<file path="config.mk">
export PLATFORM = sky130hd
export DESIGN_NAME = ps2_host_tx
export DESIGN_NICKNAME = d
export VERILOG_FILES = /design/src/rtl/ps2_host_tx.sv
export SDC_FILE = /design/constraint.sdc
export NUM_CORES = 1
export LEC_CHECK = 0
export ABC_AREA = 0
export CORE_MARGIN = 2
export CORE_UTILIZATION = 64
export CTS_BUF_LIST = sky130_fd_sc_hd__clkbuf_16
export DETAILED_ROUTE_END_ITERATION = 8
export GPL_TIMING_DRIVEN = 0
export PLACE_DENSITY = 0.9
export SLEW_MARGIN = 20
export SYNTH_ARGS = -nofsm -noshare
export SYNTH_HDL_FRONTEND = slang
export SYNTH_SLANG_ARGS = --single-unit
</file>
<file path="constraint.sdc">
create_clock -name CLK_G -period 4.27 [get_ports CLK_G]
set_clock_uncertainty 0.1 [all_clocks]
set_input_delay 0.854 -clock CLK_G [delete_from_list [all_inputs] [get_ports CLK_G]]
set_output_delay 0.854 -clock CLK_G [all_outputs]
set_load 0.01 [all_outputs]
</file>
<file path="src/rtl/ps2_host_tx.sv">
// rtl/ps2_host_tx.sv - PS/2 host-to-device command byte transmitter with ACK check and watchdog
`timescale 1ns/1ps
module ps2_host_tx #(
    parameter int INHIBIT_CYCLES = 10000,
    parameter int TIMEOUT_CYCLES = 1500000
) (
    input  logic       CLK_G,
    input  logic       reset_G,
    input  logic [7:0] tx_data,
    input  logic       tx_start,
    output logic       tx_busy,
    output logic       tx_done,
    output logic       tx_ack_ok,
    output logic       tx_err,
    input  logic       ps2clk_in,
    input  logic       ps2data_in,
    output logic       ps2clk_drv_low,
    output logic       ps2data_drv_low
);
    localparam int IW = $clog2(INHIBIT_CYCLES + 1);
    localparam int TW = $clog2(TIMEOUT_CYCLES + 1);

    localparam logic [2:0] S_IDLE    = 3'd0;
    localparam logic [2:0] S_INHIBIT = 3'd1;
    localparam logic [2:0] S_REQ     = 3'd2;
    localparam logic [2:0] S_BITS    = 3'd3;
    localparam logic [2:0] S_ACK     = 3'd4;
    localparam logic [2:0] S_WAIT    = 3'd5;

    logic [2:0]    state;
    logic [9:0]    frame;
    logic [3:0]    bit_idx;
    logic [IW-1:0] inh_cnt;
    logic [TW-1:0] wd_cnt;
    logic          clk_s1, clk_s2, clk_prev;
    logic          data_s1, data_s2;
    logic          fe;
    logic          wd_expired;

    // Idle bus is high on both lines, so the synchronizers reset to 1 to avoid a false edge.
    always_ff @(posedge CLK_G or negedge reset_G) begin
        if (!reset_G) begin
            clk_s1   <= 1'b1;
            clk_s2   <= 1'b1;
            clk_prev <= 1'b1;
            data_s1  <= 1'b1;
            data_s2  <= 1'b1;
        end else begin
            clk_s1   <= ps2clk_in;
            clk_s2   <= clk_s1;
            clk_prev <= clk_s2;
            data_s1  <= ps2data_in;
            data_s2  <= data_s1;
        end
    end

    assign fe         = clk_prev & ~clk_s2;
    assign wd_expired = (wd_cnt == TW'(TIMEOUT_CYCLES - 1));

    always_ff @(posedge CLK_G or negedge reset_G) begin
        if (!reset_G) begin
            state           <= S_IDLE;
            frame           <= '0;
            bit_idx         <= '0;
            inh_cnt         <= '0;
            wd_cnt          <= '0;
            tx_busy         <= 1'b0;
            tx_done         <= 1'b0;
            tx_ack_ok       <= 1'b0;
            tx_err          <= 1'b0;
            ps2clk_drv_low  <= 1'b0;
            ps2data_drv_low <= 1'b0;
        end else begin
            tx_done <= 1'b0;
            tx_err  <= 1'b0;
            case (state)
                S_IDLE: begin
                    if (tx_start) begin
                        frame          <= {1'b1, ~^tx_data, tx_data};
                        inh_cnt        <= '0;
                        tx_busy        <= 1'b1;
                        tx_ack_ok      <= 1'b0;
                        ps2clk_drv_low <= 1'b1;
                        state          <= S_INHIBIT;
                    end
                end
                S_INHIBIT: begin
                    if (inh_cnt == IW'(INHIBIT_CYCLES - 1)) begin
                        ps2data_drv_low <= 1'b1;
                        state           <= S_REQ;
                    end else begin
                        inh_cnt <= inh_cnt + 1'b1;
                    end
                end
                S_REQ: begin
                    ps2clk_drv_low <= 1'b0;
                    bit_idx        <= '0;
                    wd_cnt         <= '0;
                    state          <= S_BITS;
                end
                default: begin
                    // A return to idle bus in WAIT wins over the watchdog; elsewhere an edge does.
                    if (state == S_WAIT && clk_s2 && data_s2) begin
                        tx_done <= 1'b1;
                        tx_busy <= 1'b0;
                        state   <= S_IDLE;
                    end else if (fe) begin
                        wd_cnt <= '0;
                        if (state == S_BITS) begin
                            ps2data_drv_low <= ~frame[bit_idx];
                            if (bit_idx == 4'd9) begin
                                state <= S_ACK;
                            end else begin
                                bit_idx <= bit_idx + 1'b1;
                            end
                        end else if (state == S_ACK) begin
                            tx_ack_ok <= ~data_s2;
                            state     <= S_WAIT;
                        end
                    end else if (wd_expired) begin
                        ps2clk_drv_low  <= 1'b0;
                        ps2data_drv_low <= 1'b0;
                        tx_err          <= 1'b1;
                        tx_busy         <= 1'b0;
                        state           <= S_IDLE;
                    end else begin
                        wd_cnt <= wd_cnt + 1'b1;
                    end
                end
            endcase
        end
    end
endmodule

</file>
# Word level (Yosys, flattened, before mapping)

Cells that the tools add are included.

Input bits: 13
Word-level logic and storage cells: 124
Bits in registers: 63

Equal/unequal tests: 23
Mux-type cells: 47
Add/subtract/negate cells: 3
$lt $le $gt $ge: 1
Bitwise gates (word level): 8
Reduce and logical (&&, ||, !) cells: 26

Operators by type and width:

| operator                                                              | number |
|---|---|
| 21-bit 2-to-1 mux                                                     | 3 |
| 21-bit one-hot mux with 2 select lines                                | 1 |
| 14-bit 2-to-1 mux                                                     | 2 |
| 14-bit one-hot mux with 2 select lines                                | 1 |
| 3-bit 2-to-1 mux                                                      | 8 |
| 21-bit by 1-bit adder with 21-bit output, second input constant       | 1 |
| 21-bit equality test, second input constant                           | 1 |
| 1-bit 2-to-1 mux                                                      | 21 |
| 5-bit AND reduction                                                   | 4 |
| 4-bit 2-to-1 mux                                                      | 4 |
| 14-bit by 1-bit adder with 14-bit output, second input constant       | 1 |
| 14-bit equality test, second input constant                           | 1 |
| 3-bit by 1-bit != test with 1-bit output, second input constant       | 4 |
| 2-bit by 1-bit != test with 1-bit output, second input constant       | 5 |
| 2-bit nonzero test                                                    | 5 |
| 3-bit one-hot mux with 3 select lines                                 | 1 |
| 3-bit nonzero test                                                    | 3 |
| 4-bit one-hot mux with 2 select lines                                 | 1 |
| 8-bit XNOR reduction                                                  | 1 |
| 7-bit by 1-bit != test with 1-bit output, second input constant       | 1 |
| 7-bit by 3-bit != test with 1-bit output, second input constant       | 1 |
| 1-bit inverter                                                        | 7 |
| 3-bit by 2-bit equality test with 1-bit output, second input constant | 2 |
| 3-bit equality test, second input constant                            | 2 |
| 19 further kinds                                                      | 27 |

# Logic depth before layout (Yosys ltp)

Depth in word-level cells: 7
Mapped depth: 8
Depth with buffers taken out: 7

# Least setup slack after synthesis

Ideal clock, no wire load.

Path kind: register to register
From: reg bit_idx[1]
To: reg state[0]
Path slack: 2.332 ns
Cell stages (with the launch flop): 9
Data required time: 4.042 ns
Setup time: 0.128 ns
Data arrival time: 1.711 ns
Clock period less this slack: 1.938 ns
Cells stage by stage: dfrtp_1 clkbuf_1 inv_1 ha_1 nand3b_1 nand3_1 o221ai_2 nor2_1 mux2_1

Cells in the longest elaborated chain, start to end: 3

RTL lines:

| element                                            | RTL line | source |
|---|---|---|
| start, declared                                    | 32       | `logic [3:0] bit_idx;` |
| start signal, assigned                             | 114      | `bit_idx <= bit_idx + 1'b1;` |
| 4-bit equality test                                | 111      | `if (bit_idx == 4'd9) begin` |
| 7-bit by 3-bit != test with 1-bit output (no line) | --       |  |
| 5-bit AND reduction (no line)                      | --       |  |
| end signal, assigned                               | 112      | `state <= S_ACK;` |
| end signal, assigned                               | 118      | `state <= S_WAIT;` |
| end signal, assigned                               | 125      | `state <= S_IDLE;` |
| end, declared                                      | 30       | `logic [2:0] state;` |

No other way between the ends.
A chain may end at the register's enable or synchronous reset.

# Final worst setup path

From: in tx_start
To: reg inh_cnt[10]

Cells in the longest elaborated chain, start to end: 2

RTL lines:

| element                       | RTL line | source |
|---|---|---|
| start, declared               | 10       | `input logic tx_start,` |
| 2-bit != test (no line)       | --       |  |
| 3-bit AND reduction (no line) | --       |  |
| end signal, assigned          | 92       | `inh_cnt <= inh_cnt + 1'b1;` |
| end, declared                 | 33       | `logic [IW-1:0] inh_cnt;` |

No other way between the ends.

==> flow_results.org <==
** Run status
- The flow ran to the end, and the final reports show no timing, DRC or antenna violations.

** Synth
- The number of nets handed over by synthesis was between 300 and 400.
- Counting flops with a built-in enable in the synthesized netlist gives 0.
- Portion of the post-synthesis area used by sequential elements :: 0.456
- Of the post-synthesis cell area, the dominant cell type holds 0.418.
- Sorting the synthesized cells by area gives the leading types as sky130_fd_sc_hd__dfrtp_1 (42%), sky130_fd_sc_hd__xnor2_1 (8.1%), sky130_fd_sc_hd__nor2_1 (4.7%).
- Counting flops with an async set or reset pin after synthesis yields a share of 1.00.
- sky130_fd_sc_hd__dfrtp_1 is the most common cell in the netlist.
- The largest total area in the synthesized netlist belongs to sky130_fd_sc_hd__dfrtp_1.
- Synthesized flop and latch total :: 63
- In this run, distinct cell masters in the synthesized netlist total 63.
- Summing every instance area after synthesis gives 0.00347 mm^2.
- During synthesis, Yosys emitted a total of 0 warnings.
- Most frequently used flop master after synthesis :: sky130_fd_sc_hd__dfrtp_1
- Mapped Avg Cell Area :: 10.2 um^2
- The cell count after synthesis came out at 341.
- The commonest cells after synthesis are sky130_fd_sc_hd__dfrtp_1 (58), sky130_fd_sc_hd__nor2_1 (43), sky130_fd_sc_hd__xnor2_1 (32).

** STA
- After layout, the worst setup slack is 1.95 ns.
- Worst relative slew slack :: 0.640
- Final worst path period share :: 0.544
- RSZ-0062 raised after global routing :: no
- For the finished layout, the period the worst path requires is ~2.3 ns.
- Achievable frequency :: between 400 and 500 MHz
- The final count of hold timing violations was 0.
- After routing, the total negative slack on setup checks comes to 0 ns.
- The count of pins over their slew limit was 0.
- Final count of negative-setup-slack endpoints :: 0
- At the pin with the least slew margin, the transition time is 0.538 ns.

** Clock tree
- Clock Tree Root :: sky130_fd_sc_hd__clkbuf_16
- TritonCTS built the clock tree.
- Hold-fix buffers at CTS :: 0
- TritonCTS Sinks :: 63
- The clock passes through at most 2 buffers.
- The H-tree was split into 3 levels.
- The clock reaches the later pin of the worst-skew pair after 0.33 ns.
- Buffers inserted during clock tree synthesis total 9.
- After clock tree synthesis, the repair step resized 0 gates.
- After clock tree synthesis, the setup repair step added 0 buffers.
- Clock-pin slew was measured on the worst setup and hold paths at 0.05 ns.

** Setup path
- Worst endpoint required time :: 4.38 ns
- Data on the critical path arrives at its endpoint at 2.44 ns.
- By instance count, the cell type seen most on the critical path is sky130_fd_sc_hd__nor2_1.
- Crit path launch type :: primary input
- Number of buffer and inverter stages on the critical path :: 1
- Of all nets on the critical path, the largest fanout is 5.
- Setup slack of the worst register-to-register path :: 2.01 ns
- Critical Path Max Stage Delay :: ~0.54 ns
- Category of the most critical setup path :: in2reg
- Cell depth of the worst flop-to-flop path :: 6
- Critical R2R Capture :: state[0]
- Critical path, cell by cell :: clkdlybuf4s50_1 > nor2_1 > nand4b_2 > a2111oi_2 > xnor2_1 > nor2_1
- STA classifies the critical path endpoint as a flop.
- Among all stages on the critical path, the largest delay is contributed by sky130_fd_sc_hd__clkdlybuf4s50_1.
- Launch instance of the worst register-to-register path :: clk_s2
- In this design, the largest share of critical-path delay is due to buffers and inverters.

** Floorplanning
- The floorplan step set the die width to between 70 and 80 um.
- During I/O placement, the number of pins put on the boundary was 19.
- After floorplanning, the core was sized to cover 0.00517 mm^2.
- The die covers 0.00603 mm^2.
- Height of the die :: 77.6 um
- After floorplanning, the core was divided into 26 placement rows.
- The initial utilization of the core area, before any placement, comes to 0.671.

** Detailed routing
- The first detailed-routing pass ran for 4 iterations.
- DRC violation count after routing :: 0
- The first routing iteration left ~240 violations.
- For this block, the routed nets add up to 7.42 mm of wire.
- After detailed routing, the number of vias per cell comes to 6.20.
- Count of nets left with antenna violations after detail routing :: 0
- Count of vias placed by the detailed router :: 2,765
- Dividing the detail-routed wire length by the instance count gives roughly 17 um.

** Power
- Across the VDD grid, the largest voltage drop is around 0.00039 V.
- In this run the static leakage power is 1.66 nW.
- Overall power consumption after layout is estimated at 2.23 mW.
- The share of total power dissipated in the clock network is 0.292.
- In this run the power density over the cells is 553 mW/mm^2.
- Cell internal power was estimated by the tool at between 1 and 1.5 mW.
- Switching power :: 0.804 mW
- Of the total power, the share spent switching nets is 0.361.
- Share of power burned in combinational logic :: 0.344
- The share of total power dissipated in sequential elements is 0.364.

** Final layout
- Total inserted antenna cells :: 0
- Signed area change from the synthesized netlist to the final layout :: 15.8%
- Net count reported at finish :: 388
- Share of layout cells above drive strength 1 :: 0.162
- Area of all placed cells without fillers :: 0.00402 mm^2
- For this run, the number of standard cells in the final layout without fillers is 446.

** Global route
- Entering global routing, the biggest net connects 43 pins.
- Global-route wire length before repair :: between 10 and 15 mm
- For this run the aggregate overflow at the end of global routing stands at 0.
- In the global route stage, overall resource usage came out at 0.271.
- The number of antenna violations at the first check in global routing came to 0.
- The number of global-route vias before repair came to 2,803.

** Hold path
- The worst hold path belongs to the class reg2reg.
- Worst Hold Launch :: clk_s1
- The worst hold path terminates at clk_s2.
- Counting instances, the worst hold path has a depth of 0.

** Placement
- Minimum setup slack after placement :: 1.63 ns
- Number of cells after detailed placement :: 430
- During placement, the flow inserted port buffers numbering 18.
- Post-detail-place hpwl :: between 5 and 6 mm
- In this run the cell area measured after placement is 0.00376 mm^2.
- Placer congestion estimate :: between 0.9 and 1

** Run
- Across the run, the number of max-cap violations was 0.
power groups by stage:
stage,Sequential (mW),Combinational [mW],Clock (mW)
floorplan,0.799,0.556,0
finish,0.810,0.766,0.649
detailed placement,0.817,0.751,0
global placement,0.809,0.720,0
global route,0.825,0.842,0.681
CTS,0.809,0.761,0.658
worst reg2reg max path: stages (launching register included):
cell                       delay, ns
sky130_fd_sc_hd__dfstp_2        0.55
sky130_fd_sc_hd__nand2b_1       0.10
sky130_fd_sc_hd__clkbuf_1       0.33
sky130_fd_sc_hd__o211ai_1       0.19
sky130_fd_sc_hd__a21oi_1        0.38
sky130_fd_sc_hd__nor2_1         0.15
sky130_fd_sc_hd__mux2_1         0.34
stage by stage:
step / util / hold WS [ns]
after floorplan: - / 0.245
after CTS: 0.777 / 0.255
after global placement: 0.723 / 0.245
final: 0.777 / 0.254
after detailed placement: 0.726 / 0.247
after global routing: 0.777 / 0.260
final cells by class:
| class | count | area (um^2) |
|---|---|---|
| Tap cell | 70 | 87.6 |
| Clock buffer | 9 | 225 |
| Sequential cell | 63 | 1580 |
| Multi-Input combinational cell | 251 | 1770 |
| Timing Repair Buffer | 19 | 198 |
| Inverter | 11 | 41.3 |
| Buffer | 16 | 78.8 |
| Clock inverter | 7 | 38.8 |
| Fill cell | 328 | 1150 |
cells by family (layout without fill, tap and decap cells):
group | Yosys count | count (layout) | synth area share
compound gates | 58 | 58 | 0.125
mux | 20 | 20 | 0.0656
flops | 63 | 63 | 0.456
fa+ha+maj | 4 | 4 | 0.0144
buf+inv | 27 | 62 | 0.0346
simple gates | 137 | 137 | 0.223
xor+xnor | 32 | 32 | 0.0808
state kept, by name, indices dropped and copies added (netlist names), 3 cells and up:
name,count
wd_cnt,21
frame,10
inh_cnt,14
bit_idx,4
state,3
metal layers:
metal,track usage,vias up,part of all wire
li1,-,1283,-
met1,0.325,1348,0.41
met2,0.452,110,0.50
met3,0.0698,24,0.060
met4,0.139,0,0.027
met5,0,-,0
how the worst max path moves through the flow:
stage / startpoint / to / slack (ns) / cells after the start
6_report: tx_start / inh_cnt[10] / 1.95 / 6
4_1_cts: tx_start / inh_cnt[10] / 1.97 / 6
5_1_grt: bit_idx[1] / state[0] / 1.84 / 8
3_3_place_gp: reset_G / frame[7] / 0.30 / 1
3_5_place_dp: tx_start / inh_cnt[10] / 1.63 / 6
2_1_floorplan: bit_idx[1] / state[0] / 2.33 / 8
placed cells by master (no fill, tap or decap), types with 7 or more instances in the layout:
master	synthesis	final
sky130_fd_sc_hd__nand4_1	7	7
sky130_fd_sc_hd__a211oi_1	8	8
sky130_fd_sc_hd__inv_1	11	11
sky130_fd_sc_hd__nor4_1	7	7
sky130_fd_sc_hd__xnor2_1	32	32
sky130_fd_sc_hd__nor3_1	9	9
sky130_fd_sc_hd__and3_1	7	7
sky130_fd_sc_hd__nand3_1	9	9
sky130_fd_sc_hd__nand2_1	23	23
sky130_fd_sc_hd__mux2i_1	7	7
sky130_fd_sc_hd__clkbuf_16	0	9
sky130_fd_sc_hd__nor2_1	43	43
sky130_fd_sc_hd__a21oi_1	13	13
sky130_fd_sc_hd__dfrtp_1	58	58
sky130_fd_sc_hd__clkdlybuf4s50_1	0	17
sky130_fd_sc_hd__buf_2	9	9
sky130_fd_sc_hd__mux2_2	11	11
sky130_fd_sc_hd__o21ai_0	9	9
Note: power is estimated with default switching activity, not from simulation.
